**config.mk**
```make
export PLATFORM = sky130hd
export DESIGN_NAME = wash_scheduler
export DESIGN_NICKNAME = d
export VERILOG_FILES = /design/src/rtl/wash_scheduler.sv
export SDC_FILE = /design/constraint.sdc
export NUM_CORES = 1
export LEC_CHECK = 0
export BUFFER_PORTS_ARGS = -buffer_cell sky130_fd_sc_hd__buf_2
export CAP_MARGIN = 10
export CORE_ASPECT_RATIO = 0.75
export CORE_MARGIN = 2
export CORE_UTILIZATION = 52
export CTS_CLUSTER_SIZE = 10
export DETAILED_ROUTE_END_ITERATION = 12
export HOLD_SLACK_MARGIN = 0.03
export PLACE_DENSITY = 0.91
export SLEW_MARGIN = 5
export SYNTH_ARGS = -nofsm -noshare
export SYNTH_HDL_FRONTEND = slang
export SYNTH_SLANG_ARGS = --single-unit
```
**constraint.sdc**
```tcl
create_clock -name clk -period 4.73 [get_ports clk]
set_clock_uncertainty 0.05 [all_clocks]
set_input_delay 0.2365 -clock clk [delete_from_list [all_inputs] [get_ports clk]]
set_output_delay 0.2365 -clock clk [all_outputs]
set_load 0.1 [all_outputs]
```
**src/rtl/wash_scheduler.sv**
```systemverilog
// Round-robin front end sharing one washing-machine core among N_REQ request slots.
// Optional hung-core watchdog enabled by defining WASH_SCHED_WATCHDOG_EN.
module wash_scheduler #(
   parameter int N_REQ       = 4,
   parameter int ID_W        = 2,
   parameter int WDOG_CYCLES = 64
) (
   input  logic             clk,
   input  logic             rst,
   input  logic [N_REQ-1:0] req,
   input  logic [N_REQ-1:0] req_dbl,
   input  logic [N_REQ-1:0] req_dry,
   input  logic             pause_req,
   input  logic             fault_clr,
   input  logic             mc_done,
   output logic [N_REQ-1:0] ack,
   output logic [N_REQ-1:0] cycle_done,
   output logic             busy,
   output logic [ID_W-1:0]  owner,
   output logic             mc_start,
   output logic             mc_double_wash,
   output logic             mc_dry_wash,
   output logic             mc_time_pause,
   output logic             fault
);

   typedef enum logic [1:0] {IDLE, LAUNCH, RUN, FAULT} state_t;

   state_t          state;
   logic [ID_W-1:0] rr;
   logic [ID_W-1:0] winner;
   logic            found;
   logic            seen_low;
   logic            done_now;

   function automatic logic [ID_W-1:0] next_slot(input logic [ID_W-1:0] s);
      return (s == ID_W'(N_REQ - 1)) ? '0 : s + ID_W'(1);
   endfunction

   // NOTE: every variable written here gets a default first, so no latch is inferred.
   always_comb begin
      found  = 1'b0;
      winner = '0;
      for (int i = 0; i < N_REQ; i++) begin
         automatic int idx = (int'(rr) + i) % N_REQ;
         if (!found && req[idx]) begin
            found  = 1'b1;
            winner = ID_W'(idx);
         end
      end
   end

   // A done level only counts once the core has been seen low in this run.
   assign done_now      = (state == RUN) && mc_done && seen_low;
   assign busy          = (state == LAUNCH) || (state == RUN);
   assign mc_time_pause = pause_req && (state == RUN);

`ifdef WASH_SCHED_WATCHDOG_EN
   localparam int CNT_W = $clog2(WDOG_CYCLES + 1);
   logic [CNT_W-1:0] wdog_cnt;
   logic             wdog_fire;

   assign wdog_fire = (state == RUN) && !mc_time_pause && !done_now &&
                      (wdog_cnt == CNT_W'(WDOG_CYCLES - 1));
`else
   logic unused_cfg;
   assign unused_cfg = fault_clr ^ (WDOG_CYCLES > 0);
   assign fault      = 1'b0;
`endif

   // NOTE: state uses non-blocking assignments so every register samples pre-edge values.
   always_ff @(posedge clk or negedge rst) begin
      if (!rst) begin
         state          <= IDLE;
         rr             <= '0;
         owner          <= '0;
         ack            <= '0;
         cycle_done     <= '0;
         mc_start       <= 1'b0;
         mc_double_wash <= 1'b0;
         mc_dry_wash    <= 1'b0;
         seen_low       <= 1'b0;
`ifdef WASH_SCHED_WATCHDOG_EN
         fault          <= 1'b0;
         wdog_cnt       <= '0;
`endif
      end else begin
         ack        <= '0;
         cycle_done <= '0;
         mc_start   <= 1'b0;
         case (state)
            IDLE: begin
               if (found) begin
                  owner          <= winner;
                  ack[winner]    <= 1'b1;
                  mc_dry_wash    <= req_dry[winner];
                  mc_double_wash <= req_dbl[winner] & ~req_dry[winner];
                  state          <= LAUNCH;
               end
            end
            LAUNCH: begin
               mc_start <= 1'b1;
               seen_low <= 1'b0;
               state    <= RUN;
            end
            RUN: begin
               if (!mc_done) seen_low <= 1'b1;
               if (done_now) begin
                  cycle_done[owner] <= 1'b1;
                  rr                <= next_slot(owner);
                  mc_dry_wash       <= 1'b0;
                  mc_double_wash    <= 1'b0;
                  state             <= IDLE;
               end
`ifdef WASH_SCHED_WATCHDOG_EN
               else if (wdog_fire) begin
                  fault          <= 1'b1;
                  mc_dry_wash    <= 1'b0;
                  mc_double_wash <= 1'b0;
                  state          <= FAULT;
               end
`endif
            end
            FAULT: begin
`ifdef WASH_SCHED_WATCHDOG_EN
               if (fault_clr) begin
                  fault <= 1'b0;
                  rr    <= next_slot(owner);
                  state <= IDLE;
               end
`else
               state <= IDLE;
`endif
            end
            default: state <= IDLE;
         endcase
`ifdef WASH_SCHED_WATCHDOG_EN
         if (state == IDLE && found)
            wdog_cnt <= '0;
         else if (state == RUN && !mc_time_pause)
            wdog_cnt <= wdog_cnt + CNT_W'(1);
`endif
      end
   end

endmodule
```
After elaboration in Yosys (flattened, before gate mapping)

Index checks and enable logic that the tools add are counted.

Add/subtract/negate cells: 4
Bitwise operators: 5
Reductions and logical operators: 23
Order comparisons: 8
Mux-type cells: 43
Equal/unequal tests: 7

Operators by type and width:

| kind                                                              | count |
|---|---|
| two-way mux 1 bit                                                 | 20 |
| two-way mux 4 bit                                                 | 4 |
| two-way mux 2 bit                                                 | 7 |
| binary-select mux 1 bit (select 2 bit)                            | 6 |
| < comparator 3 x 4 -> 1 bit, second input constant                | 3 |
| < comparator 2 x 3 -> 1 bit, second input constant                | 3 |
| logical AND 1 bit                                                 | 8 |
| one-hot mux 2 bit (4 select lines)                                | 1 |
| AND reduction 2 bit                                               | 4 |
| equality test 2 bit, second input constant                        | 3 |
| inequality test 2 bit, second input constant                      | 3 |
| one-hot mux 1 bit (2 select lines)                                | 3 |
| OR reduction 2 bit                                                | 3 |
| adder 2 x 1 -> 2 bit, second input constant                       | 2 |
| adder 2 bit, second input constant                                | 2 |
| demux 1 bit (select 2 bit)                                        | 2 |
| greater-or-equal comparator 2 x 1 -> 1 bit, second input constant | 2 |
| nonzero test 2 bit                                                | 2 |
| AND 1 bit, first input constant                                   | 3 |
| logical NOT 1 bit                                                 | 3 |
| AND reduction 3 bit                                               | 1 |
| equality test 2 x 1 -> 1 bit, second input constant               | 1 |
| logical NOT 2 bit                                                 | 1 |
| AND 1 bit                                                         | 1 |
| 2 further kinds                                                   | 2 |

Flip-flop bits (word level): 18
Word-level logic and storage cells: 99
Output and inout port bits: 16
Bits of input ports: 17

Depth between registers and ports, before layout

Depth after elaboration: 20
Gate-level depth with buffers: 8
Mapped depth without buffers: 7

Worst setup path before layout

OpenSTA, ideal clock, no wires.

Path kind: register to register
Start point: register owner[0]
End point: register rr[1]
Stages on the path, launching flop included: 4
Data arrival time: 1678 ps
Clock period less this slack: 1853 ps
Setup time: 125 ps
Buffers on the path: 0
Setup slack: 2877 ps
Required time: 4555 ps
Cells stage by stage: dfrtp_1 inv_1 ha_1 mux2_2

Longest elaborated chain between the ends: 2
Elaborated cells between the ends (all ways): 3
Those cells by class: add/sub (1); eq/ne (1); mux (1)

Ends and longest elaborated chain:

| what                                                               | line | source |
|---|---|---|
| from (decl)                                                        | 19   | `output logic [ID_W-1:0] owner,` |
| from (signal assigned)                                             | 94   | `owner <= winner;` |
| adder 2 x 1 -> 2 bit / equality test 2 bit (equally long branches) | 37   | `return (s == ID_W'(N_REQ - 1)) ? '0 : s + ID_W'(1);` |
| two-way mux 2 bit *                                                | 37   |  |
| to (signal assigned)                                               | 110  | `rr <= next_slot(owner);` |
| to (decl)                                                          | 30   | `logic [ID_W-1:0] rr;` |

Mark *: on every way between the ends. The rest lies on a longest branch, timed or not.
A chain may end at the register's enable or synchronous reset.

Worst setup path in the final report

Start point: register rr[1]
End point: register mc_double_wash

Longest elaborated chain between the ends: 18
Elaborated cells between the ends (all ways): 38
Those cells by class: add/sub (3); eq/ne (1); mux (25); bitwise (2); reduce/logical (7)

Ends and longest elaborated chain:

| what                                                                                  | line   | source |
|---|---|---|
| adder 2 x 1 -> 2 bit / binary-select mux 1 bit (select 2 bit) (equally long branches) | 45, 46 |  |
| binary-select mux 1 bit (select 2 bit) / two-way mux 1 bit (equally long branches)    | 46     | `if (!found && req[idx]) begin` |
| two-way mux 1 bit (not written as such)                                               | 46     |  |
| two-way mux 1 bit (not written as such) / logical NOT 1 bit (equally long branches)   | 46     |  |
| logical AND 1 bit                                                                     | 46     |  |
| two-way mux 1 bit                                                                     | 46     |  |
| logical NOT 1 bit                                                                     | 46     |  |
| logical AND 1 bit                                                                     | 46     |  |
| [... 2 more ...]                                                                      | -      |  |
| logical AND 1 bit                                                                     | 46     |  |
| two-way mux 2 bit                                                                     | 46     |  |
| binary-select mux 1 bit (select 2 bit)                                                | 97     | `mc_double_wash <= req_dbl[winner] & ~req_dry[winner];` |
| two-way mux 1 bit (not written as such)                                               | 97     |  |
| inverter 1 bit                                                                        | 97     |  |
| AND 1 bit                                                                             | 97     |  |
| two-way mux 1 bit                                                                     | 93     | `if (found) begin` |
| one-hot mux 1 bit (2 select lines)                                                    | 91     | `case (state)` |
| to (signal assigned)                                                                  | 97     |  |
| to (decl)                                                                             | 21     | `output logic mc_double_wash,` |

Parallel ways exist; a longest one is shown, timed or not. The select of a mux whose other input is x is not followed.

==> metrics <==
most used cell, CP mux2i_1; filler instances 152; RSZ-0062 raised after global routing no; Die Ht 41.1 um; share of flip-flops with an asynchronous set or reset 100%; initial drt markers 7; crit-path cells mux2i_1 -> a221o_2 -> mux2i_1 -> mux2_4 -> a32o_1; Final HPWL DP 1430 um; Final ANT Viol Nets 0; fin crit period 1.95 ns; worst path bufs/invs 0; delay-heaviest family, CP compound AO/OA/AOI/OAI gates; crit path launch rr[1]; # clock sinks 18; Post-CTS Setup Bufs 0; CTS tree done; clk_lat worst skew 0.28 ns; pin count of the biggest net entering global routing 19; design area 1140 um2; DP Area 1110 um2; Clock Root Buffer clkbuf_4; total track usage 17.4%; post-synthesis cell count 91; hold_ws 0.274 ns; worst hold path type input pin to flip-flop; largest family of logic cells by synthesized area compound AO/OA/AOI/OAI gates; final hold violations 0; fmax 0.513 GHz; Avg Synthesized Cell Area 10.5 um2; Compound-Gate Fraction of Synth Area 13.9%; Synth Register Bits 18; Die Wd 53.5 um; global-route wire length before repair 2600 um; Ports 33; simple-gate share of the synthesized area 13.0%; Antenna diodes 0; min-delay src mc_done; vias 724; Clock Path Buffers 2; area delta synth->final 19.2%; Core Box Area 1720 um2; NumNets Final 147; Post-Syn Nets 115; commonest non-fill, non-tap cell in the layout buf_2; Synth warnings 0; Final period util 41.2%; largest fanout on the critical path 7; Slowest-stage cell, CP dfrtp_1; CP Capture Type flip-flop; crit path launch type flip-flop; post-CTS sizing 0; max-cap violations 0; Critical Path RT 4.86 ns; Final Slew Violations 0; Overflow after GRT 0; Final setup viols 0; adder-cell share of the synthesized area 9.16%; Post-route DRC 0; share of layout cells above drive strength 1 33.1%; TNS Setup 0 ns; EDFF count, synth 0; post-synth cell types 30; Worst-Margin Slew 0.610 ns; Pre-Repair DR Iteration Count 4; antenna violations before repair 0; run status finished clean; row cnt 13; post-synthesis xor/xnor area fraction 0%; Worst EP arrival 2.07 ns; Post-Route WL 1750 um; Critical Path Max Stage Delay 0.48 ns; initial cell density of the core 55.4%; Final GP Congestion 0.744; Final Core Density 66.1%; Vias per Instance 5.06; crit path kind flip-flop to flip-flop; register area share after synthesis 47.1%; die area 2200 um2; wire per inst 12.2 um; number of CTS-inserted buffers 3; port bufs 30; ys flop type dfrtp_1; fraction of synthesized area in multiplexers 10.2%; worst relative slew slack 59.0%; H-tree depth 1; clock transition at the registers of the reported paths 0.09 ns; most frequent cells in the layout buf_2 (30), dfrtp_1 (18), inv_1 (9); vias in the first global route 623; synthesized area 956 um2; RR Startpoint rr[1]
[final timing paths]
| kind | to | slack, ns | cells past startpoint |
|---|---|---|---|
| max in group asynchronous | rr[1] | 4.01 | 2 |
| min | seen_low | 0.27 | 4 |
| max reg2reg | mc_double_wash | 2.78 | 5 |
| max | mc_double_wash | 2.78 | 5 |
| min in group asynchronous | mc_start | 0.35 | 2 |
| min reg2reg | mc_dry_wash | 0.43 | 2 |
[area by class of cell]
class	instances	area, um2	area share (%)
clock buffer	3	22.5	1.98
inverter	9	33.8	2.96
sequential	18	450	39.5
timing repair buffer	31	160	14.1
tap	22	27.5	2.41
multi-input combinational	60	445	39.1
[cells by family (layout without fill, tap and decap cells)]
kind of cell | after synthesis | count (layout)
other cells | 1 | 1
buf+inv | 13 | 43
mux | 9 | 9
fa+ha+maj | 7 | 7
flops | 18 | 18
compound gates | 19 | 19
simple gates | 24 | 24
[worst min-delay path, cell delays in order]
cell,delay (ns)
buf_2,0.09
inv_1,0.04
a21oi_1,0.15
a21oi_1,0.06
[registers in the layout, indices dropped and copies added (netlist names)]
register,cells
ack,4
mc_dry_wash,1
owner,2
rr,2
state,2
seen_low,1
cycle_done,4
mc_double_wash,1
mc_start,1
[layer usage]
layer,routed length (um),up-vias,track usage [%]
met3,91,2,5.47
met4,8,0,3.85
met1,745,341,20.3
li1,-,363,-
met5,0,-,0
met2,905,18,31.8
[synthesized netlist by cell type, drive strengths merged, types with 2 or more instances]
cell / count / area share (%)
a21oi: 7 / 4.1
ha: 7 / 9.2
nand2b: 2 / 1.3
buf: 2 / 2.0
o21ai: 4 / 2.1
nor2: 8 / 3.1
dfrtp: 18 / 47
and2: 5 / 3.3
inv: 9 / 3.5
nand2: 5 / 2.0
clkbuf: 2 / 0.79
mux2i: 6 / 6.3
mux2: 3 / 3.9
[per-stage QoR]
step                      std cells  setup WS, ns
after floorplan                  91          2.88
after global placement          139          2.85
after detailed placement        139          2.79
after CTS                       143          2.77
after global routing            143          2.68
final                           143          2.78
[what timing repair did]
item	in CTS	in global routing
hold buffers	1	0
endpoints found under the hold margin	18	0
endpoints found under the setup margin	0	0
Power is not shown: default switching activity piles up to over one toggle a cycle in this logic, so the estimate is an artifact.
